===== config.mk =====
export PLATFORM = sky130hd
export DESIGN_NAME = pc_unit
export DESIGN_NICKNAME = d
export VERILOG_FILES = /design/src/rtl/pc_pkg.sv /design/src/rtl/pc_ras.sv /design/src/rtl/pc_unit.sv
export SDC_FILE = /design/constraint.sdc
export NUM_CORES = 1
export LEC_CHECK = 0
export ABC_AREA = 1
export CORE_ASPECT_RATIO = 0.7
export CORE_UTILIZATION = 35
export CTS_BUF_LIST = sky130_fd_sc_hd__clkbuf_8
export CTS_CLUSTER_SIZE = 8
export DETAILED_ROUTE_END_ITERATION = 7
export PLACE_DENSITY_LB_ADDON = 0.1
export SLEW_MARGIN = 0
export SYNTH_ARGS = -nofsm -noshare
export SYNTH_HDL_FRONTEND = slang
export SYNTH_SLANG_ARGS = --single-unit

===== constraint.sdc =====
create_clock -name clk -period 5.8 [get_ports clk]
set_input_delay 1.45 -clock clk [delete_from_list [all_inputs] [get_ports clk]]
set_output_delay 1.45 -clock clk [all_outputs]
set_load 0.02 [all_outputs]

===== src/rtl/pc_pkg.sv =====
// Shared definitions for the program-counter unit: FSM state encoding and
// default parameter values used by pc_unit and pc_ras.
package pc_pkg;

    typedef enum logic [1:0] {
        ST_BOOT = 2'd0,
        ST_RUN  = 2'd1,
        ST_HALT = 2'd2
    } pc_state_t;

    localparam int unsigned DEF_WIDTH     = 32;
    localparam int unsigned DEF_STEP      = 4;
    localparam int unsigned DEF_RAS_DEPTH = 4;

endpackage


===== src/rtl/pc_ras.sv =====
// Circular return-address stack. A push when full overwrites the oldest
// entry (the write pointer simply wraps) and occupancy saturates at DEPTH.
module pc_ras
    import pc_pkg::*;
#(
    parameter int unsigned WIDTH = DEF_WIDTH,
    parameter int unsigned DEPTH = DEF_RAS_DEPTH
) (
    input  logic                     clk,
    input  logic                     rst_n,
    input  logic                     push,
    input  logic                     pop,
    input  logic [WIDTH-1:0]         din,
    output logic [WIDTH-1:0]         top,
    output logic [$clog2(DEPTH):0]   count
);

    localparam int unsigned PW = $clog2(DEPTH);

    logic [WIDTH-1:0] mem [DEPTH];
    logic [PW-1:0]    ptr;
    logic [PW-1:0]    top_idx;
    logic [PW:0]      cnt;
    logic             full;

    assign full    = (cnt == (PW+1)'(DEPTH));
    assign top_idx = ptr - 1'b1;
    assign top     = mem[top_idx];
    assign count   = cnt;

    // Entry storage; contents are meaningless while occupancy is zero.
    always_ff @(posedge clk) begin
        if (push) begin
            mem[ptr] <= din;
        end
    end

    // Write pointer and occupancy.
    always_ff @(posedge clk or negedge rst_n) begin
        if (!rst_n) begin
            ptr <= '0;
            cnt <= '0;
        end else if (push) begin
            ptr <= ptr + 1'b1;
            if (!full) begin
                cnt <= cnt + 1'b1;
            end
        end else if (pop && (cnt != '0)) begin
            ptr <= ptr - 1'b1;
            cnt <= cnt - 1'b1;
        end
    end

endmodule


===== src/rtl/pc_unit.sv =====
// Fetch-stage program counter: sequential advance, redirect, call/return
// through a circular RAS, and a HALT trap for misaligned targets.
module pc_unit
    import pc_pkg::*;
#(
    parameter int unsigned      WIDTH     = DEF_WIDTH,
    parameter logic [WIDTH-1:0] RESET_VEC = '0,
    parameter int unsigned      STEP      = DEF_STEP,
    parameter int unsigned      RAS_DEPTH = DEF_RAS_DEPTH
) (
    input  logic             clk,
    input  logic             rst_n,
    input  logic             hold,
    input  logic             redirect,
    input  logic             call,
    input  logic             ret,
    input  logic [WIDTH-1:0] target,
    output logic [WIDTH-1:0] out,
    output logic             valid,
    output logic             misalign,
    output logic             ras_err,
    output logic             ras_empty
);

    localparam int unsigned      PTR_BITS   = $clog2(RAS_DEPTH);
    localparam logic [WIDTH-1:0] STEP_V     = WIDTH'(STEP);
    localparam logic [WIDTH-1:0] ALIGN_MASK = WIDTH'(STEP - 1);

    pc_state_t        state;
    logic [WIDTH-1:0] pc_q;
    logic [WIDTH-1:0] pc_inc;
    logic [WIDTH-1:0] ras_top;
    logic [PTR_BITS:0] ras_cnt;
    logic             ras_mt;
    logic             tgt_mis;
    logic             take;
    logic             ras_push;
    logic             ras_pop;

    assign pc_inc  = pc_q + STEP_V;
    assign tgt_mis = ((target & ALIGN_MASK) != '0);
    assign ras_mt  = (ras_cnt == '0);

    // Requests below redirect/hold only reach the RAS while running.
    assign take     = (state == ST_RUN) && !redirect && !hold;
    assign ras_push = take && call && !tgt_mis;
    assign ras_pop  = take && !call && ret && !ras_mt;

    pc_ras #(
        .WIDTH (WIDTH),
        .DEPTH (RAS_DEPTH)
    ) u_ras (
        .clk   (clk),
        .rst_n (rst_n),
        .push  (ras_push),
        .pop   (ras_pop),
        .din   (pc_inc),
        .top   (ras_top),
        .count (ras_cnt)
    );

    // FSM, priority mux and PC register with registered status pulses.
    always_ff @(posedge clk or negedge rst_n) begin
        if (!rst_n) begin
            state    <= ST_BOOT;
            pc_q     <= RESET_VEC;
            valid    <= 1'b0;
            misalign <= 1'b0;
            ras_err  <= 1'b0;
        end else begin
            misalign <= 1'b0;
            ras_err  <= 1'b0;
            case (state)
                ST_BOOT: begin
                    state <= ST_RUN;
                    valid <= 1'b1;
                end
                ST_RUN: begin
                    if (redirect) begin
                        if (tgt_mis) begin
                            state    <= ST_HALT;
                            valid    <= 1'b0;
                            misalign <= 1'b1;
                        end else begin
                            pc_q <= target;
                        end
                    end else if (hold) begin
                        pc_q <= pc_q;
                    end else if (call) begin
                        ras_err <= ret;
                        if (tgt_mis) begin
                            state    <= ST_HALT;
                            valid    <= 1'b0;
                            misalign <= 1'b1;
                        end else begin
                            pc_q <= target;
                        end
                    end else if (ret) begin
                        if (!ras_mt) begin
                            pc_q <= ras_top;
                        end else begin
                            pc_q    <= pc_inc;
                            ras_err <= 1'b1;
                        end
                    end else begin
                        pc_q <= pc_inc;
                    end
                end
                ST_HALT: begin
                    if (redirect && !tgt_mis) begin
                        state <= ST_RUN;
                        pc_q  <= target;
                        valid <= 1'b1;
                    end
                end
                default: begin
                    state <= ST_HALT;
                    valid <= 1'b0;
                end
            endcase
        end
    end

    assign out       = pc_q;
    assign ras_empty = ras_mt;

endmodule

Yosys cells after proc, flatten, opt, wreduce, memory -nomap -nowiden
Memories as Yosys holds them, arrays and structs flattened.
Index checks and enable logic that the tools add are counted.
{"block": "totals", "ff_bits": 42, "latch_bits": 0, "ramBits": 128, "rom_bits": 0, "elab_cells": 81, "memories": 1}
{"block": "classes", "addsub": 5, "mul": 0, "div": 0, "order_cmp": 0, "n_eq_ne": 7, "shifts": 0, "muxes": 38, "bitwise": 0, "reduce_logical": 23}
{"memory": "u_ras.mem", "depth": 4, "word_bits": 32, "rd": 1, "rd_ports_with_merged_regs": 0, "wr": 1, "line": "pc_ras.sv:20", "rtl": "logic [WIDTH-1:0] mem [DEPTH];"}
{"operator": "32-bit two-way mux", "count": 7}
{"operator": "32-bit case mux with 2 select lines", "count": 1}
{"operator": "32-bit by 3-bit adder with 32-bit output, second input constant", "count": 1}
{"operator": "32-bit nonzero test", "count": 1}
{"operator": "1-bit two-way mux", "count": 18}
{"operator": "2-bit two-way mux", "count": 7}
{"operator": "1-bit logical AND", "count": 9}
{"operator": "3-bit two-way mux", "count": 3}
{"operator": "3-bit != test, second input constant", "count": 2}
{"operator": "2-bit case mux with 3 select lines", "count": 1}
{"operator": "3-bit AND reduction", "count": 2}
{"operator": "1-bit logical NOT", "count": 5}
{"operator": "2-bit != test, second input constant", "count": 2}
{"operator": "2-bit nonzero test", "count": 2}
{"operator": "3-bit by 1-bit adder with 3-bit output, second input constant", "count": 1}
{"operator": "3-bit equality test, second input constant", "count": 1}
{"operator": "3-bit logical NOT", "count": 1}
{"operator": "1-bit case mux with 3 select lines", "count": 1}
{"operator": "3-bit nonzero test", "count": 1}
{"operator": "3-bit by 1-bit subtractor with 3-bit output, second input constant", "count": 1}
{"operator": "2-bit by 1-bit adder with 2-bit output, second input constant", "count": 1}
{"operator": "2-bit by 1-bit equality test with 1-bit output, second input constant", "count": 1}
{"operator": "2-bit equality test, second input constant", "count": 1}
{"operator": "2-bit logical NOT", "count": 1}
{"operator": "other kinds (2)", "count": 2}

Logic depth before layout (Yosys ltp)
{"block": "logic_depth", "ltp_word": 9, "depth_mapped": 12, "depth_no_buf": 10}

By module
From an unflattened synthesis, not the netlist that was laid out.
{"block": "hier_totals", "cells_unflattened": 977, "area_unflattened_um2": 9019.9}
{"mod": "pc_ras", "instances": 1, "cells_per_inst": 364, "area_per_inst_um2": 5431.5}
{"mod": "pc_unit", "instances": 1, "cells_per_inst": 613, "area_per_inst_um2": 3588.4}

Least setup slack after synthesis
Ideal clock, no wire load.
{"block": "synth_timing", "kind": "input to register", "startpoint": "input redirect", "endpoint": "memory u_ras.mem[0][0] in the netlist's numbering (enable)", "setup_time_ns": 0.421, "arrival_ns": 3.250, "slack_ns": 2.129, "cell_stages": 5, "path_buffers": 0, "path_cell_list": "inv_1 -> nand3_1 -> nor2_2 -> nand2_2 -> nor2_1"}
{"block": "synth_between", "elab_chain_cells": 7}
{"item": "start: declaration", "line": "pc_unit.sv:14", "rtl": "input logic redirect,"}
{"item": "1-bit logical NOT", "line": "pc_unit.sv:45", "rtl": "assign take = (state == ST_RUN) && !redirect && !hold;"}
{"item": "1-bit logical AND (2 in series)", "line": "pc_unit.sv:45"}
{"item": "1-bit logical AND (2 in series)", "line": "pc_unit.sv:46", "rtl": "assign ras_push = take && call && !tgt_mis;"}
{"item": "1-bit two-way mux", "line": "pc_ras.sv:33", "rtl": "if (push) begin"}
{"item": "1-bit two-way mux (not written as such)", "line": "pc_ras.sv:34", "rtl": "mem[ptr] <= din;"}
{"item": "end: declaration", "line": "pc_ras.sv:20"}
No other way between the ends.

Worst setup path in the final report
{"block": "layout_timing", "startpoint": "input target[0]", "endpoint": "register pc_q[6], in the netlist out[6]"}
{"block": "layout_between", "elab_chain_cells": 6, "word_cells_on_any_way": 10, "cone_classes": "eq/ne (1); mux (5); reduce/logical (4)"}
{"item": "start: declaration", "line": "pc_unit.sv:17", "rtl": "input logic [WIDTH-1:0] target,"}
{"item": "32-bit nonzero test *", "line": "pc_unit.sv:41", "rtl": "assign tgt_mis = ((target & ALIGN_MASK) != '0);"}
{"item": "32-bit two-way mux (4 in series)"}
{"item": "32-bit case mux with 2 select lines"}
{"item": "end signal: assignment", "line": "pc_unit.sv:85", "rtl": "pc_q <= target;"}
{"item": "end signal: assignment", "line": "pc_unit.sv:88", "rtl": "pc_q <= pc_q;"}
{"item": "end signal: assignment", "line": "pc_unit.sv:96", "rtl": "pc_q <= target;"}
{"item": "end: declaration", "line": "pc_unit.sv:30", "rtl": "logic [WIDTH-1:0] pc_q;"}
Every way passes the cells marked *; elsewhere a longest branch is shown, timed or not. The select of a mux whose other input is x is not followed.
A chain may end at the register's enable or synchronous reset.

==> out/metrics.cfg <==
[outcome]
status = completed

[timing]
min_period_ns = 3.983
tightest_slew_ns = 1.247
hold_violations = 0
relSlewSlack_pct = 16.66
fmax_mhz = 251.1
whs_ns = 0.4834
rsz0062_at_grt = false
finalMaxSlewViolations = 0
setup_tns_ns = 0
finalClockSkew_ns = 0.01685
layout_setup_ws_ns = 1.817
finalSetupViolCount = 0
timing.final.crit_share_pct = 68.67

[floorplanning]
die_y_um = 133.8
num_rows = 47
dieWidth_um = 190.2
io_pins = 74
core-area_sq_um = 23990
initial_utilization_pct = 36.18
die_area_sq_um = 25440

[cells_and_area]
drive_above_1_share_pct = 7.136
utilization_pct = 42.18
syn2layout_area_growth_pct = 16.59
layout_common_cells = nand2_1 (308), edfxtp_1 (128), nand3_1 (99)
nets = 1096
register_area_sq_um = 4871
finalNonFillerCells = 1383
multiInputGateArea_sq_um = 3348
fillers = 2386
final_common_cell = nand2_1
diodes = 0

[clock_tree]
cts.sinks = 169
clk_path_buf_depth = 2
post_cts_resized = 0
cts_made_buffers = 17
clk_pin_slew_worst_paths_ns = 0.09
insertion_delay_ns = 0.47
cts-hold-fix-buffers = 0
h-tree-depth = 4
cts_root_buffer = clkbuf_8
cts_tree = yes
post-cts-setup-buffers = 0

[detailed_routing]
drt-total-wl_um = 26250
num_vias = 7056
ant_nets = 0
post_drt_wl_per_cell_um = 18.98
drt_iter0_drc = 610
drc = 0
vias_per_cell = 5.102
drtPass1Iterations = 5

[power]
power-per-cell-area_nw_per_um2 = 509.4
leakage_nw = 3.988
vdd_drop_max_mv = 0.2482

[place]
numPortBuffers = 73
gp_congestion = 0.8502
dp_hpwl_um = 16820
post-place-ws_ns = 1.349
place_inst = 1351

[synth]
synth_seq_cells = 169
ys.flop_type = edfxtp_1
syn_avg_cell_area_sq_um = 8.697
synthArstFlopShare_pct = 24.26
synthesis.area_sq_um = 8680
syn-num-nets = 1042
yosysWarnings = 0
syn-instance-count = 998
ys_seq_area_share_pct = 56.10
yosysUniqueCellTypes = 31
synth-edff-count = 128

[flow_run]
maxCapViolations = 0

[global_routing]
grt_pass1_vias = 6522
grt_max_degree = 68
grt_use_total_pct = 21.40
grt_pass1_wl_um = 40170
grt_overflow = 0
antenna_found_initial = 0

[setup_path]
endpoint_kind = register
crit_required_ns = 6.12
worstSetupPathType = in -> reg
crit_fanout = 35
cp.arrival_ns = 4.30
start_kind = input port
r2r_setup_slack_ns = 2.78

[hold_path]
hp-class = reg -> reg

report_power, final:
part,leakage [nW],internal [mW],switching [mW]
Combinational,2.15,0.743,1.61
Sequential,1.61,1.60,0.258
Clock,0.229,0.507,0.442
kinds of logic (layout without fill, tap and decap cells):
group,count (synthesis),after routing,synth area share [%]
AND/OR/NAND/NOR,523,523,25.80
AO/OA/AOI/OAI,175,175,10.61
flip-flops,169,169,56.10
buffers and inverters,117,184,5.723
XOR/XNOR,8,8,0.8073
adder cells (fa/ha/maj),6,6,0.9514
cell usage after synthesis, types with 2 or more instances:
| cell type | number | area (sq um) |
|---|---|---|
| nand2_1 | 308 | 1156 |
| edfxtp_1 | 128 | 3844 |
| nand3_1 | 99 | 495.5 |
| nor2_1 | 82 | 307.8 |
| o21ai_0 | 78 | 390.4 |
| a21oi_1 | 77 | 385.4 |
| inv_1 | 66 | 247.7 |
| dfrtp_1 | 41 | 1026 |
| buf_2 | 28 | 140.1 |
| clkbuf_1 | 14 | 52.55 |
| nor2_4 | 11 | 123.9 |
| xor2_1 | 8 | 70.07 |
| nor2_2 | 7 | 43.79 |
| buf_4 | 6 | 45.04 |
| nand2_2 | 6 | 37.54 |
| a22oi_1 | 5 | 37.54 |
| a31oi_1 | 5 | 31.28 |
| ha_1 | 5 | 62.56 |
| o211ai_1 | 4 | 30.03 |
| inv_2 | 3 | 11.26 |
| nand2_4 | 3 | 33.78 |
| nand4_1 | 2 | 12.51 |
| nor3_1 | 2 | 10.01 |
| o221ai_1 | 2 | 17.52 |
| o22ai_1 | 2 | 12.51 |
cell type report:
type	instances	share of cell area, %
clock buffer	17	2.312
clock inverter	15	2.065
inverter	69	2.559
multi-input combinational	712	33.09
sequential	169	48.13
tap	318	3.932
timing repair buffer	83	7.913
critical path, stage by stage:
cell and delay (ns):
clkdlybuf4s50_1 0.46, nor2_4 0.48, inv_2 0.23, nor2_2 0.14
nand2_1 0.07, nand2_2 0.56, inv_2 0.53, a21oi_1 0.27
a22oi_1 0.09
per-layer routing:
layer	GRT usage, %	wire length (um)	vias to the layer above
li1	-	-	3449
met2	29.64	10910	235
met5	0	0	-
met1	33.80	13480	3361
met3	4.715	1662	11
met4	3.911	196	0
stage by stage:
stage               instance area (sq um)  total power, mW
floorplan                            8680            3.325
finish                              10120            5.155
detailed placement                   9677            4.230
global placement                     9677            4.229
CTS                                 10120            5.176
global route                        10120            5.524
flip-flops by register name, indices dropped and copies added (netlist names):
signal	flops
misalign	1
state	2
u_ras.mem	128
out	32
ras_err	1
u_ras.ptr	2
u_ras.count	3
final timing paths:
check | to | start | depth (start not counted)
max | out[6] | target[0] | 9
min | u_ras.count[2] | u_ras.count[2] | 2
max reg2reg | out[0] | u_ras.ptr[0] | 11
min reg2reg | u_ras.count[2] | u_ras.count[2] | 2
max in group asynchronous | u_ras.ptr[0] | rst_n | 2
min in group asynchronous | out[11] | rst_n | 2
Power figures use the tool's default switching activity.
==> patch 1, RTL diff (same settings) <==
Add an input register stage for `target`; this delays it by one clock. The other inputs are not delayed to match.
--- a/src/rtl/pc_unit.sv
+++ b/src/rtl/pc_unit.sv
@@ -27,4 +27,10 @@
     localparam logic [WIDTH-1:0] ALIGN_MASK = WIDTH'(STEP - 1);
 
+    logic [WIDTH-1:0] target_q;
+
+    always_ff @(posedge clk) begin
+        target_q <= target;
+    end
+
     pc_state_t        state;
     logic [WIDTH-1:0] pc_q;
@@ -39,5 +45,5 @@
 
     assign pc_inc  = pc_q + STEP_V;
-    assign tgt_mis = ((target & ALIGN_MASK) != '0);
+    assign tgt_mis = ((target_q & ALIGN_MASK) != '0);
     assign ras_mt  = (ras_cnt == '0);
 
@@ -83,5 +89,5 @@
                             misalign <= 1'b1;
                         end else begin
-                            pc_q <= target;
+                            pc_q <= target_q;
                         end
                     end else if (hold) begin
@@ -94,5 +100,5 @@
                             misalign <= 1'b1;
                         end else begin
-                            pc_q <= target;
+                            pc_q <= target_q;
                         end
                     end else if (ret) begin
@@ -110,5 +116,5 @@
                     if (redirect && !tgt_mis) begin
                         state <= ST_RUN;
-                        pc_q  <= target;
+                        pc_q  <= target_q;
                         valid <= 1'b1;
                     end
Behaviour: not the same (Yosys sat finds a counterexample within 4 cycles, from zero or initial values and one cycle with rst_n low).
==> patch 1 against the original RTL <==
Sequential cell count rose by 32. Cell area is 8.5% higher. Utilization is 0.17 points higher. Area after synthesis rose by 7.4%. Register-to-register slack gained 0.05 ns. Worst setup slack improved by 0.45 ns. First-iteration DRC count rose by 5.1%. Via count up 3.2%. Clock skew grew 0.0059 ns. Total power rose by 11%. Wire length increased by 5.7%. Critical endpoint is now out[12]. Largest cell class unchanged.
==> patch 1: results (changes against the original RTL) <==
Run status
  – Status: finished, final reports clean

Logic synthesis
  – Synth top cells by count: 321 x nand2_1, 128 x edfxtp_1, 102 x nand3_1
  – Sequential area share after synthesis: 0.591 (+0.0299)
  – Synth Area in Adders: 0.00886 (-0.000659)
  – Area contributors post-synth: edfxtp_1 41%, nand2_1 13%, dfrtp_1 11%
  – Post-Syn Nets: 1082 (+3.8%)

Critical path
  – Register-to-register setup slack: 2.83 ns (+0.05 ns)
  – CP Max Fanout: 30 (-14%)
  – Worst Reg-to-Reg Cells: 10 (-1)
  – R2R Path End: out[24]

Detailed routing
  – WL/cell: 18.6 um (-1.9%)
  – Drt pass-1 iters: 7 (+2)
  – Vias post-DR: 7284 (+3.2%)
  – 1st-iter DRT viols: 641 (+5.1%)

Power and ir drop
  – Peak VDD IR: 0.283 mV (+14%)
  – Switching Share: 0.449 (+0.000607)
  – LEAKAGE: 4.46 nW (+12%)
  – Sequential Power Share: 0.363 (+0.003)

Timing
  – Setup Skew: 0.0227 ns (+0.00587 ns)
  – Worst-margin pin slew: 1.11 ns (-0.136 ns)

Final layout
  – Multi-input gate count: 716 (+0.56%)
  – Final-layout clock buffer total: 38 (+21)
  – Non-Clock Buffer Count: 81 (-2.4%)
  – Sequential cells: 201 (+19%)
  – NonClk Buf Share: 0.0716 (-0.00758)

Placement
  – Placed inst area: 10400 um2 (+7.0%)
  – HPWL after DPL: 17800 um (+5.7%)
  – GPL Wtd Cong: 0.818 (-3.8%)

Clocking
  – Clk Latency, worst-skew pair: 0.54 ns (+0.07 ns)
  – Htree depth: 2 (-2)

Global routing
  – Tot GR Track Use: 0.205 (-0.00916)
  – First-pass GRT wire length: 41600 um (+3.7%)
  – Met2 Usage GRT: 0.254 (-0.0420)
==> patch 1: changes by cell type after synthesis, sizes merged <==
| cell | change |
|---|---|
| dfxtp | +32 |
| nand2 | +11 |
| inv | +5 |
| nor2 | -4 |
| nand3 | +3 |
| a21oi | -2 |
| a22oi | +2 |
| clkbuf | -2 |
| o211ai | -2 |
| o221ai | -2 |
| buf | +1 |
| o21ai | -1 |
| or2 | -1 |
==> patch 1: through the flow <==
stage	total power [mW]	cells
2_1_floorplan	3.52	1038
3_3_place_gp	4.53	1429
3_5_place_dp	4.52	1429
4_1_cts	5.74	1491
5_1_grt	6.09	1491
6_report	5.73	1491
==> patch 1: how the worst max path moves through the flow <==
stage / start / end / slack [ns] / depth (start not counted)
2_1_floorplan: redirect / u_ras.mem[0][0] / 2.13 / 5
3_3_place_gp: redirect / out[14] / 1.81 / 7
3_5_place_dp: redirect / out[17] / 1.76 / 7
4_1_cts: redirect / out[12] / 2.31 / 7
5_1_grt: redirect / out[13] / 2.12 / 7
6_report: redirect / out[12] / 2.27 / 7
==> patch 2, RTL diff (config.mk and constraints unchanged) <==
Made on the original files. Change the package constant `DEF_WIDTH` from 32 to 64.
--- a/src/rtl/pc_pkg.sv
+++ b/src/rtl/pc_pkg.sv
@@ -9,5 +9,5 @@
     } pc_state_t;
 
-    localparam int unsigned DEF_WIDTH     = 32;
+    localparam int unsigned DEF_WIDTH     = 64;
     localparam int unsigned DEF_STEP      = 4;
     localparam int unsigned DEF_RAS_DEPTH = 4;
Ports: changed (resized out and target); port bits go from 74 to 138. The function was not compared with the original's and may differ.
==> patch 2 against the original RTL <==
Largest power group unchanged. Cell area increased by 97%. Utilization increased by 0.23 points. Sequential power increased by 99%. Combinational power increased by 89%. Fmax decreased by 2.9%. Die area increased by 92%. Sequential cell count increased by 160. Worst setup slack got worse by 0.12 ns. Total power increased by 98%. Wire length increased by 130%. Sequential share of layout area decreased by 0.28 points. Final cell count increased by 94%. Area after synthesis increased by 93%.
==> patch 2: results (changes against the original RTL) <==
Hold path
  – Hold EP: u_ras.count[0]
  – Hold path startpoint: u_ras.count[0]
  – Min-Delay Path Depth: 1 (-1)
  – HP Class: register to register

Global routing
  – Largest net degree at the start of global routing: 77 (+13%)
  – Vias in the first global route: 13635 (+110%)
  – First-pass GRT wire length: 89000 um (+120%)
  – Tot GR Track Use: 0.245 (+0.0308)

Clocking
  – Clk Latency, worst-skew pair: 0.61 ns (+0.14 ns)
  – Clock Tree Buf Depth: 3 (+1)
  – Cts bufs inserted: 54 (+37)
  – Clock slew at reported path FFs: 0.06 ns (-0.03 ns)

Timing
  – Hold WS: 0.554 ns (+0.0705 ns)
  – Setup Skew: 0.0313 ns (+0.0145 ns)
  – Worst-margin pin slew: 1.11 ns (-0.141 ns)

Logic synthesis
  – Post-Syn Instances: 1909 (+91%)
  – Async set-reset flop share out of synthesis: 0.222 (-0.0207)
  – Area contributors post-synth: edfxtp_1 46%, nand2_1 12%, dfrtp_1 11%
  – Synth unique cells: 38 (+23%)
  – Post-synth EDFFs: 256 (+100%)
  – Sequential area share after synthesis: 0.566 (+0.00544)
  – Synth top area share: 0.458 (+0.0149)
  – Synth top cells by count: 530 x nand2_1, 256 x edfxtp_1, 223 x a21oi_1
  – Post-Syn Nets: 1985 (+90%)

Detailed routing
  – Vias per cell: 5.36 (+5.0%)
  – WL/cell: 22.4 um (+18%)
  – Met2 wire len: 26900 um (+150%)
  – Drt pass-1 iters: 6 (+1)
  – 1st-iter DRT viols: 1332 (+120%)
  – DR WL met3: 3770 um (+130%)
  – Final wirelength: 60100 um (+130%)
  – Met1 wire length: 28300 um (+110%)

Critical path
  – Register-to-register setup slack: 1.70 ns (-1.08 ns)
  – R2R Path End: out[55]
  – Worst EP arrival: 4.58 ns (+0.28 ns)
  – Worst Reg-to-Reg Cells: 9 (-2)
  – CP Max Fanout: 58 (+66%)
  – Worst reg2reg startpoint: u_ras.ptr[0]

Final layout
  – Layout cell share with drive strength beyond 1: 0.0653 (-0.00602)
  – Largest Register: u_ras.mem
  – Number of flip-flops in the largest register: 256 (+100%)
  – Fin nets: 2098 (+91%)

Placement
  – Port-buffer cells: 137 (+88%)
  – Placed Cells: 2578 (+91%)
  – HPWL after DPL: 36700 um (+120%)
  – GPL Wtd Cong: 0.903 (+6.2%)

Run status
  – Status: finished, final reports clean

Power and ir drop
  – LEAKAGE: 7.81 nW (+96%)
  – Peak VDD IR: 0.423 mV (+71%)
patch 2: cell families after synthesis:
kind of cell,share of synthesized area
buf+inv,0.0521
fa+ha+maj,0.00492
simple gates,0.213
mux,0.000670
xor+xnor,0.0162
compound gates,0.146
flops,0.566
patch 2: worst max-delay path by stage:
| stage | start | to | slack (ns) | depth (start not counted) |
|---|---|---|---|---|
| after global routing | u_ras.ptr[0] | out[50] | 1.53 | 9 |
| after floorplan | redirect | u_ras.mem[0][0] | 0.72 | 3 |
| after CTS | u_ras.ptr[0] | out[55] | 1.76 | 9 |
| final | u_ras.ptr[0] | out[55] | 1.70 | 9 |
| after detailed placement | target[0] | u_ras.mem[0][23] | 1.60 | 6 |
| after global placement | target[0] | u_ras.mem[0][54] | 1.63 | 6 |
patch 2: critical path, cell delays in order, from the launching register on:
cell and delay (ns):
dfrtp_4 0.91, inv_4 0.45, ha_2 0.50, clkinv_2 0.84, buf_4 0.57, a21oi_1 0.16
a22o_1 0.23, a21oi_1 0.09, nand2_1 0.08, a21oi_1 0.05
patch 2: stage by stage:
step	instance area (um2)	power (mW)	setup WS, ns
6_report	19900	10.2	1.70
3_5_place_dp	18800	8.11	1.60
4_1_cts	19900	10.2	1.76
2_1_floorplan	16800	6.29	0.722
5_1_grt	19900	10.8	1.53
3_3_place_gp	18800	8.07	1.63
patch 2: layer usage:
metal / up-vias / GRT usage
met3: 71 / 0.0308
li1: 6728 / -
met1: 7008 / 0.355
met2: 542 / 0.389
met4: 0 / 0.0558
met5: - / 0
patch 2: area by class of cell:
class,count,area [um2]
tap,612,766
fill,4595,27000
clock buffer,66,908
timing repair buffer,157,1610
inverter,119,450
clock inverter,34,185
sequential,329,9520
multi-input combinational,1361,6450
patch 2: power by group:
part,internal (mW),switching (mW)
clock,1.11,0.967
sequential,3.07,0.618
combinational,1.48,2.95
